$ cat src/rtl/vec_shape_seq.sv
// Vector-list sequencer: walks one shape in the vector ROM and streams translated points.
// Optional saturating translation when VEC_SHAPE_SEQ_CLIP_EN is defined (default: wrap).
module vec_shape_seq #(
    parameter int ADDRESSWIDTH = 16,
    parameter int COORDW       = 8,
    parameter int MAX_LEN      = 64,
    parameter int ROM_LAT      = 0
) (
    input  logic                    clk,
    input  logic                    rst_n,
    input  logic                    start,
    input  logic [ADDRESSWIDTH-1:0] base_addr,
    input  logic [COORDW-1:0]       x_off,
    input  logic [COORDW-1:0]       y_off,
    output logic [ADDRESSWIDTH-1:0] rom_addr,
    input  logic [2*COORDW+1:0]     rom_data,
    output logic                    vec_valid,
    input  logic                    vec_ready,
    output logic [COORDW-1:0]       vec_x,
    output logic [COORDW-1:0]       vec_y,
    output logic                    vec_line,
    output logic                    busy,
    output logic                    done,
    output logic                    err
);

    localparam int CNTW = $clog2(MAX_LEN + 1);
    localparam logic [CNTW-1:0] MAX_CNT = CNTW'(MAX_LEN);

    localparam logic [2:0] S_IDLE  = 3'd0;
    localparam logic [2:0] S_WAIT  = 3'd1;
    localparam logic [2:0] S_FETCH = 3'd2;
    localparam logic [2:0] S_OUT   = 3'd3;
    localparam logic [2:0] S_DONE  = 3'd4;

    // A registered ROM needs one address-hold cycle before each fetch.
    localparam logic [2:0] S_NEXT = (ROM_LAT == 1) ? S_WAIT : S_FETCH;

    logic [2:0]              state;
    logic [ADDRESSWIDTH-1:0] ptr;
    logic [CNTW-1:0]         cnt;
    logic [COORDW-1:0]       xo_q;
    logic [COORDW-1:0]       yo_q;

    logic [COORDW-1:0] rx;
    logic [COORDW-1:0] ry;
    logic              rline;
    logic              rpos;
    logic [COORDW:0]   sum_x;
    logic [COORDW:0]   sum_y;
    logic [COORDW-1:0] tx;
    logic [COORDW-1:0] ty;

    assign rx    = rom_data[2*COORDW+1 -: COORDW];
    assign ry    = rom_data[COORDW+1 -: COORDW];
    assign rline = rom_data[1];
    assign rpos  = rom_data[0];

    assign sum_x = {1'b0, rx} + {1'b0, xo_q};
    assign sum_y = {1'b0, ry} + {1'b0, yo_q};

`ifdef VEC_SHAPE_SEQ_CLIP_EN
    assign tx = sum_x[COORDW] ? '1 : sum_x[COORDW-1:0];
    assign ty = sum_y[COORDW] ? '1 : sum_y[COORDW-1:0];
`else
    assign tx = sum_x[COORDW-1:0];
    assign ty = sum_y[COORDW-1:0];
`endif

    always_ff @(posedge clk or negedge rst_n) begin
        if (!rst_n) begin
            state    <= S_IDLE;
            ptr      <= '0;
            cnt      <= '0;
            xo_q     <= '0;
            yo_q     <= '0;
            vec_x    <= '0;
            vec_y    <= '0;
            vec_line <= 1'b0;
            err      <= 1'b0;
        end else begin
            case (state)
                S_IDLE: begin
                    if (start) begin
                        ptr   <= base_addr;
                        xo_q  <= x_off;
                        yo_q  <= y_off;
                        cnt   <= '0;
                        err   <= 1'b0;
                        state <= S_NEXT;
                    end
                end
                S_WAIT: state <= S_FETCH;
                S_FETCH: begin
                    if (rline && rpos) begin
                        state <= S_DONE;
                    end else if (cnt == MAX_CNT) begin
                        err   <= 1'b1;
                        state <= S_DONE;
                    end else begin
                        vec_x    <= tx;
                        vec_y    <= ty;
                        vec_line <= rline;
                        state    <= S_OUT;
                    end
                end
                S_OUT: begin
                    if (vec_ready) begin
                        ptr   <= ptr + 1'b1;
                        cnt   <= cnt + 1'b1;
                        state <= S_NEXT;
                    end
                end
                S_DONE:  state <= S_IDLE;
                default: state <= S_IDLE;
            endcase
        end
    end

    assign rom_addr  = ptr;
    assign vec_valid = (state == S_OUT);
    assign busy      = (state == S_WAIT) || (state == S_FETCH) || (state == S_OUT);
    assign done      = (state == S_DONE);

endmodule

$ cat config.mk
export PLATFORM = sky130hd
export DESIGN_NAME = vec_shape_seq
export DESIGN_NICKNAME = d
export VERILOG_FILES = /design/src/rtl/vec_shape_seq.sv
export SDC_FILE = /design/constraint.sdc
export NUM_CORES = 1
export LEC_CHECK = 0
export CAP_MARGIN = 20
export CORE_MARGIN = 2
export CORE_UTILIZATION = 41
export DETAILED_ROUTE_END_ITERATION = 6
export PLACE_DENSITY = 0.7
export SKIP_CTS_REPAIR_TIMING = 1
export SLEW_MARGIN = 20
export SYNTH_ARGS = -nofsm -noshare
export SYNTH_HDL_FRONTEND = slang
export SYNTH_SLANG_ARGS = --single-unit
$ cat constraint.sdc
create_clock -name clk -period 2.2 [get_ports clk]
set_input_delay 0.22 -clock clk [delete_from_list [all_inputs] [get_ports clk]]
set_output_delay 0.22 -clock clk [all_outputs]
set_load 0.01 [all_outputs]
==> Yosys cells after proc, flatten, opt, wreduce, memory -nomap -nowiden <==
Index checks and enable logic that the tools add are counted.
{ "word_totals": {"register_bits": 60, "inputBits": 54, "latch_bits": 0, "ram_bits": 0, "romBits": 0, "mem_count": 0, "out_inout_bits": 37} }
{ "op_classes": {"n_div": 0, "n_lt_le_gt_ge": 0, "addsub": 4, "n_reduce_logical": 11, "muxes": 15, "eq_ne": 9, "n_bitwise": 2, "n_shift": 0, "n_mul": 0} }
{ "ops": {"columns": ["operator", "count"], "rows": [
  ["$mux 16", 2],
  ["$pmux 16 s2", 1],
  ["$add 16x1->16 const B", 1],
  ["$add 8x8->8", 2],
  ["$mux 7", 2],
  ["$pmux 7 s2", 1],
  ["$mux 3", 4],
  ["$pmux 3 s4", 1],
  ["$add 7x1->7 const B", 1],
  ["$eq 7x7->1 const B", 1],
  ["$eq 3x2->1 const B", 2],
  ["$ne 2x2->1 const B", 3],
  ["$reduce_and 3->1", 2],
  ["$reduce_and 2->1", 2],
  ["$reduce_and 4->1", 1],
  ["$reduce_bool 2->1", 2],
  ["$eq 3x1->1 const B", 1],
  ["$eq 3x3->1 const B", 1],
  ["$logic_not 3->1", 1],
  ["$mux 1", 3],
  ["$logic_or 1x1->1", 2],
  ["$ne 2x1->1 const B", 1],
  ["$not 1->1", 2],
  ["$pmux 1 s2", 1],
  ["$logic_and 1x1->1", 1]
]} }

==> Logic depth before layout (Yosys ltp) <==
{ "depth": {"word_depth": 4, "depth_mapped": 8} }

==> Worst setup path before layout <==
Ideal clock, no wire load.
{ "synth_path": {"path_kind": "register to register", "from": "register cnt[3]", "to": "register vec_x[0]", "t_arrival_ns": 1.556, "path_buffers": 1, "period_less_slack_ns": 1.681, "stages_incl_launch_ff": 6, "slack_ns": 0.519, "required_ns": 2.075, "path_cell_list": "dfrtp_1 -> nor4_1 -> a32oi_1 -> nand3_2 -> buf_2 -> mux2_2"} }
{ "synth_between": {"elab_chain_len": 3} }
{ "synth_lines": {"columns": ["item", "line_no", "rtl"], "rows": [
  ["from (decl)", "41", "logic [CNTW-1:0] cnt;"],
  ["from (signal assigned)", "110", "cnt <= cnt + 1'b1;"],
  ["$eq 7x7->1", "97", "end else if (cnt == MAX_CNT) begin"],
  ["$not 1->1 (no line)", null, null],
  ["$reduce_and 3->1 (no line)", null, null],
  ["to (signal assigned)", "101", "vec_x <= tx;"],
  ["to (decl)", "19", "output logic [COORDW-1:0] vec_x,"]
]} }
Every way passes these cells.
A chain may end at the register's enable or synchronous reset.

==> Worst setup path after layout <==
{ "layout_path": {"from": "register state[2]", "to": "output vec_valid"} }
{ "layout_between": {"elab_chain_len": 1} }
{ "layout_lines": {"columns": ["item", "line_no", "rtl"], "rows": [
  ["from (decl)", "39", "logic [2:0] state;"],
  ["from (signal assigned)", "72", "state <= S_IDLE;"],
  ["from (signal assigned)", "90", "state <= S_NEXT;"],
  ["from (signal assigned)", "93", "S_WAIT: state <= S_FETCH;"],
  ["$eq 3x2->1", "121", "assign vec_valid = (state == S_OUT);"],
  ["to (decl)", "17", "output logic vec_valid,"]
]} }
Every way passes these cells.

==> results.py <==
metrics = {
    "timing": {
        "slew_violations": 0,
        "finalSetupViolations": 0,
        "layout_min_cycle_time_ns": 2.066,
        "timing.final.crit_share_pct": 93.93,
        "skew_ns": 0.01055,
        "rsz0062_at_grt": "no",
        "maxSlewHeadroom_pct": 65.44,
        "tightest_slew_ns": 0.5185,
        "finalHoldViolCount": 0,
        "max_freq_ghz": 0.4839,
        "finalSetupTns_ns": 0,
    },
    "clocking": {
        "clock_latency_ns": 0.33,
        "cts_sinks": 60,
        "numCtsBuffers": 9,
        "cts_buffer_depth": 2,
        "clk_pin_slew_ns": 0.07,
        "root_buffer": "clkbuf_8",
        "cts_tree": "built",
        "htree_num_levels": 3,
    },
    "grt": {
        "grt_pass1_vias": 2753,
        "grt_usage_pct": 18.25,
        "grt_max_degree": 37,
        "antenna_found_initial": 0,
        "grt_pass1_wl_mm": 12.77,
        "gr-total-overflow": 0,
    },
    "power_and_ir_drop": {
        "leakage_uw": 0.001924,
        "clkPwrFrac_pct": 14.4,
        "combPwrFrac_pct": 52.2,
        "p_int_uw": 3737,
        "p_sw_uw": 2365,
        "ir_worst_vdd_uv": 631.8,
        "p_seq_share_pct": 33.4,
        "p_per_area_nw_per_um2": 1345,
        "p_sw_share_pct": 38.76,
    },
    "placement": {
        "dp.cells": 520,
        "dp_hpwl_mm": 5.708,
        "portBuffers": 90,
        "gp_congestion": 0.8339,
        "dpl_cell_area_um2": 4350,
    },
    "synth": {
        "synth_edf_count": 0,
        "ys_warn_count": 0,
        "ys_ff_latch": 60,
        "synth_fp_nets": 406,
        "synthesis.area_um2": 3314,
        "ys_async_sr_fraction_pct": 100.0,
        "netlist_instances": 333,
        "synthDistinctLibCells": 48,
        "syn_area_per_cell_um2": 9.953,
        "ys_seq_area_share_pct": 45.30,
        "synth_flop_cell": "dfrtp_1",
    },
    "worst_setup_path": {
        "critical_path.max_fanout": 10,
        "slowest_delay_ns": 0.53,
        "crit_family": "buffers and inverters",
        "r2r_cells": 7,
        "cp_num_cells": 3,
        "reg2reg_slack_ns": 0.29,
        "crit_chain": "or2_1 -> inv_2 -> clkdlybuf4s50_1",
        "cp.required_ns": 1.98,
        "critPathCaptureType": "output port",
        "critPathLaunchType": "register",
        "crit_buf_inv": 2,
        "slowest_stage": "clkdlybuf4s50_1",
        "arrival_ns": 1.85,
        "crit_type": "register to output port",
    },
    "floorplan": {
        "rows": 32,
        "coreArea_um2": 7767,
        "die-area_um2": 8819,
        "io-pin-count": 91,
        "die_h_um": 93.91,
        "chipWidth_um": 93.91,
        "start_util_pct": 42.67,
    },
    "routing": {
        "totalWireLength_mm": 7.744,
        "viasPerCell": 5.257,
        "first_pass_iters": 4,
        "drcViolationCount": 0,
        "wire_per_inst_um": 14.45,
        "vias": 2818,
        "drt_iter0_drc": 98,
        "ant_nets": 0,
    },
    "finish": {
        "drive_gt1_share_pct": 12.67,
        "nets": 503,
        "diodes": 0,
        "layout_common_cells": "clkdlybuf4s50_1, dfrtp_1, nand2_1",
        "fin_area_um2": 4538,
        "final_cells": 536,
        "num-fill-cells": 691,
        "area_growth_pct": 36.92,
        "layout_commonest_cell": "clkdlybuf4s50_1",
    },
    "run": {
        "maxCapViolations": 0,
    },
    "hold_path": {
        "hold_class": "primary input to async pin",
    },
    "run_status": {
        "status": "completed",
    },
}
[synth_stat cells (2+ instances only)]
library cell / n / area share [%]
nand3_1: 17 / 2.6
nor2_1: 17 / 1.9
mux2i_1: 2 / 0.60
and3b_1: 2 / 0.53
ha_1: 17 / 6.4
and3_1: 5 / 0.94
buf_6: 2 / 0.68
o21a_1: 4 / 0.91
xnor2_1: 6 / 1.6
fa_1: 2 / 1.2
xor2_1: 10 / 2.6
nor2b_1: 4 / 0.75
a21o_2: 2 / 0.53
o22ai_1: 9 / 1.7
a31oi_1: 3 / 0.57
inv_1: 10 / 1.1
and2_1: 3 / 0.57
nand2_1: 32 / 3.6
nand4_1: 5 / 0.94
buf_2: 9 / 1.4
a21oi_1: 28 / 4.2
a2bb2oi_1: 3 / 0.79
clkbuf_1: 2 / 0.23
mux2_2: 17 / 5.8
a21o_1: 6 / 1.4
o31a_1: 2 / 0.53
dfrtp_1: 60 / 45
or2_2: 2 / 0.38
a211oi_1: 3 / 0.68
o21ai_0: 31 / 4.7
[routing by layer]
metal | wire length, um | vias to the layer above | GRT usage [%]
met3 | 300 | 13 | 3.050
met4 | 147 | 0 | 7.488
met1 | 3599 | 1335 | 24.21
met2 | 3696 | 79 | 29.64
li1 | - | 1391 | -
met5 | 0 | - | 0
[flip-flops by register name, indices dropped and copies added (netlist names)]
register and count:
vec_x 8, state 3, err 1, vec_y 8, vec_line 1, cnt 7, yo_q 8, xo_q 8
rom_addr 16
[final timing paths]
path,end,startpoint
setup / recovery,vec_valid,state[2]
hold / removal,rom_addr[8],rst_n
setup reg to reg,vec_x[4],cnt[0]
hold reg to reg,vec_y[5],vec_y[5]
max in group asynchronous,yo_q[4],rst_n
min in group clk,yo_q[1],y_off[1]
[cell type report]
| class | count | area [um2] | share of cell area (%) |
|---|---|---|---|
| Multi-Input combinational cell | 247 | 1692 | 37.28 |
| Sequential cell | 60 | 1503 | 33.11 |
| Timing Repair Buffer | 101 | 1006 | 22.17 |
| Clock buffer | 13 | 158.9 | 3.502 |
| Tap cell | 102 | 127.6 | 2.812 |
| Inverter | 11 | 41.29 | 0.9098 |
| Clock inverter | 2 | 10.01 | 0.2206 |
[cell families (layout without fill, tap and decap cells)]
| logic type | Yosys count | in the layout | synth area share [%] |
|---|---|---|---|
| flip-flops | 60 | 60 | 45.30 |
| adder cells (fa/ha/maj) | 19 | 19 | 7.625 |
| buffers and inverters | 26 | 127 | 3.888 |
| XOR/XNOR | 16 | 16 | 4.228 |
| AO/OA/AOI/OAI | 97 | 97 | 17.82 |
| multiplexers | 19 | 19 | 6.380 |
| AND/OR/NAND/NOR | 96 | 96 | 14.76 |
[power groups by stage]
stage | clock network (uW) | logic (uW) | registers [uW]
after floorplan | 0 | 1880 | 2100
after global placement | 0 | 3120 | 2020
after detailed placement | 0 | 3190 | 2050
after CTS | 896 | 3200 | 2030
after global routing | 966 | 3510 | 2110
final | 878 | 3190 | 2040
[worst register-to-register path: cells and delay by family, from the launching register on]
kind                     cells  cell delay, ns
adder cells (fa/ha/maj)      1            0.23
buffers and inverters        2            0.31
flip-flops                   1            0.40
AND/OR/NAND/NOR              1            0.25
AO/OA/AOI/OAI                3            0.68
[metrics by stage]
| step | worst slack, ns | hold slack [ns] | total power (uW) | util, % |
|---|---|---|---|---|
| detailed placement | 0.1080 | 0.2217 | 5235 | 56.01 |
| CTS | 0.08350 | -0.1384 | 6128 | 58.18 |
| floorplan | 0.5193 | -0.07559 | 3977 | - |
| finish | 0.1336 | 0.4049 | 6102 | 58.42 |
| global placement | 0.1512 | 0.2230 | 5139 | 56.01 |
| global route | 0.03939 | 0.4563 | 6584 | 58.42 |
No activity file was read; power rests on OpenSTA's default activity.
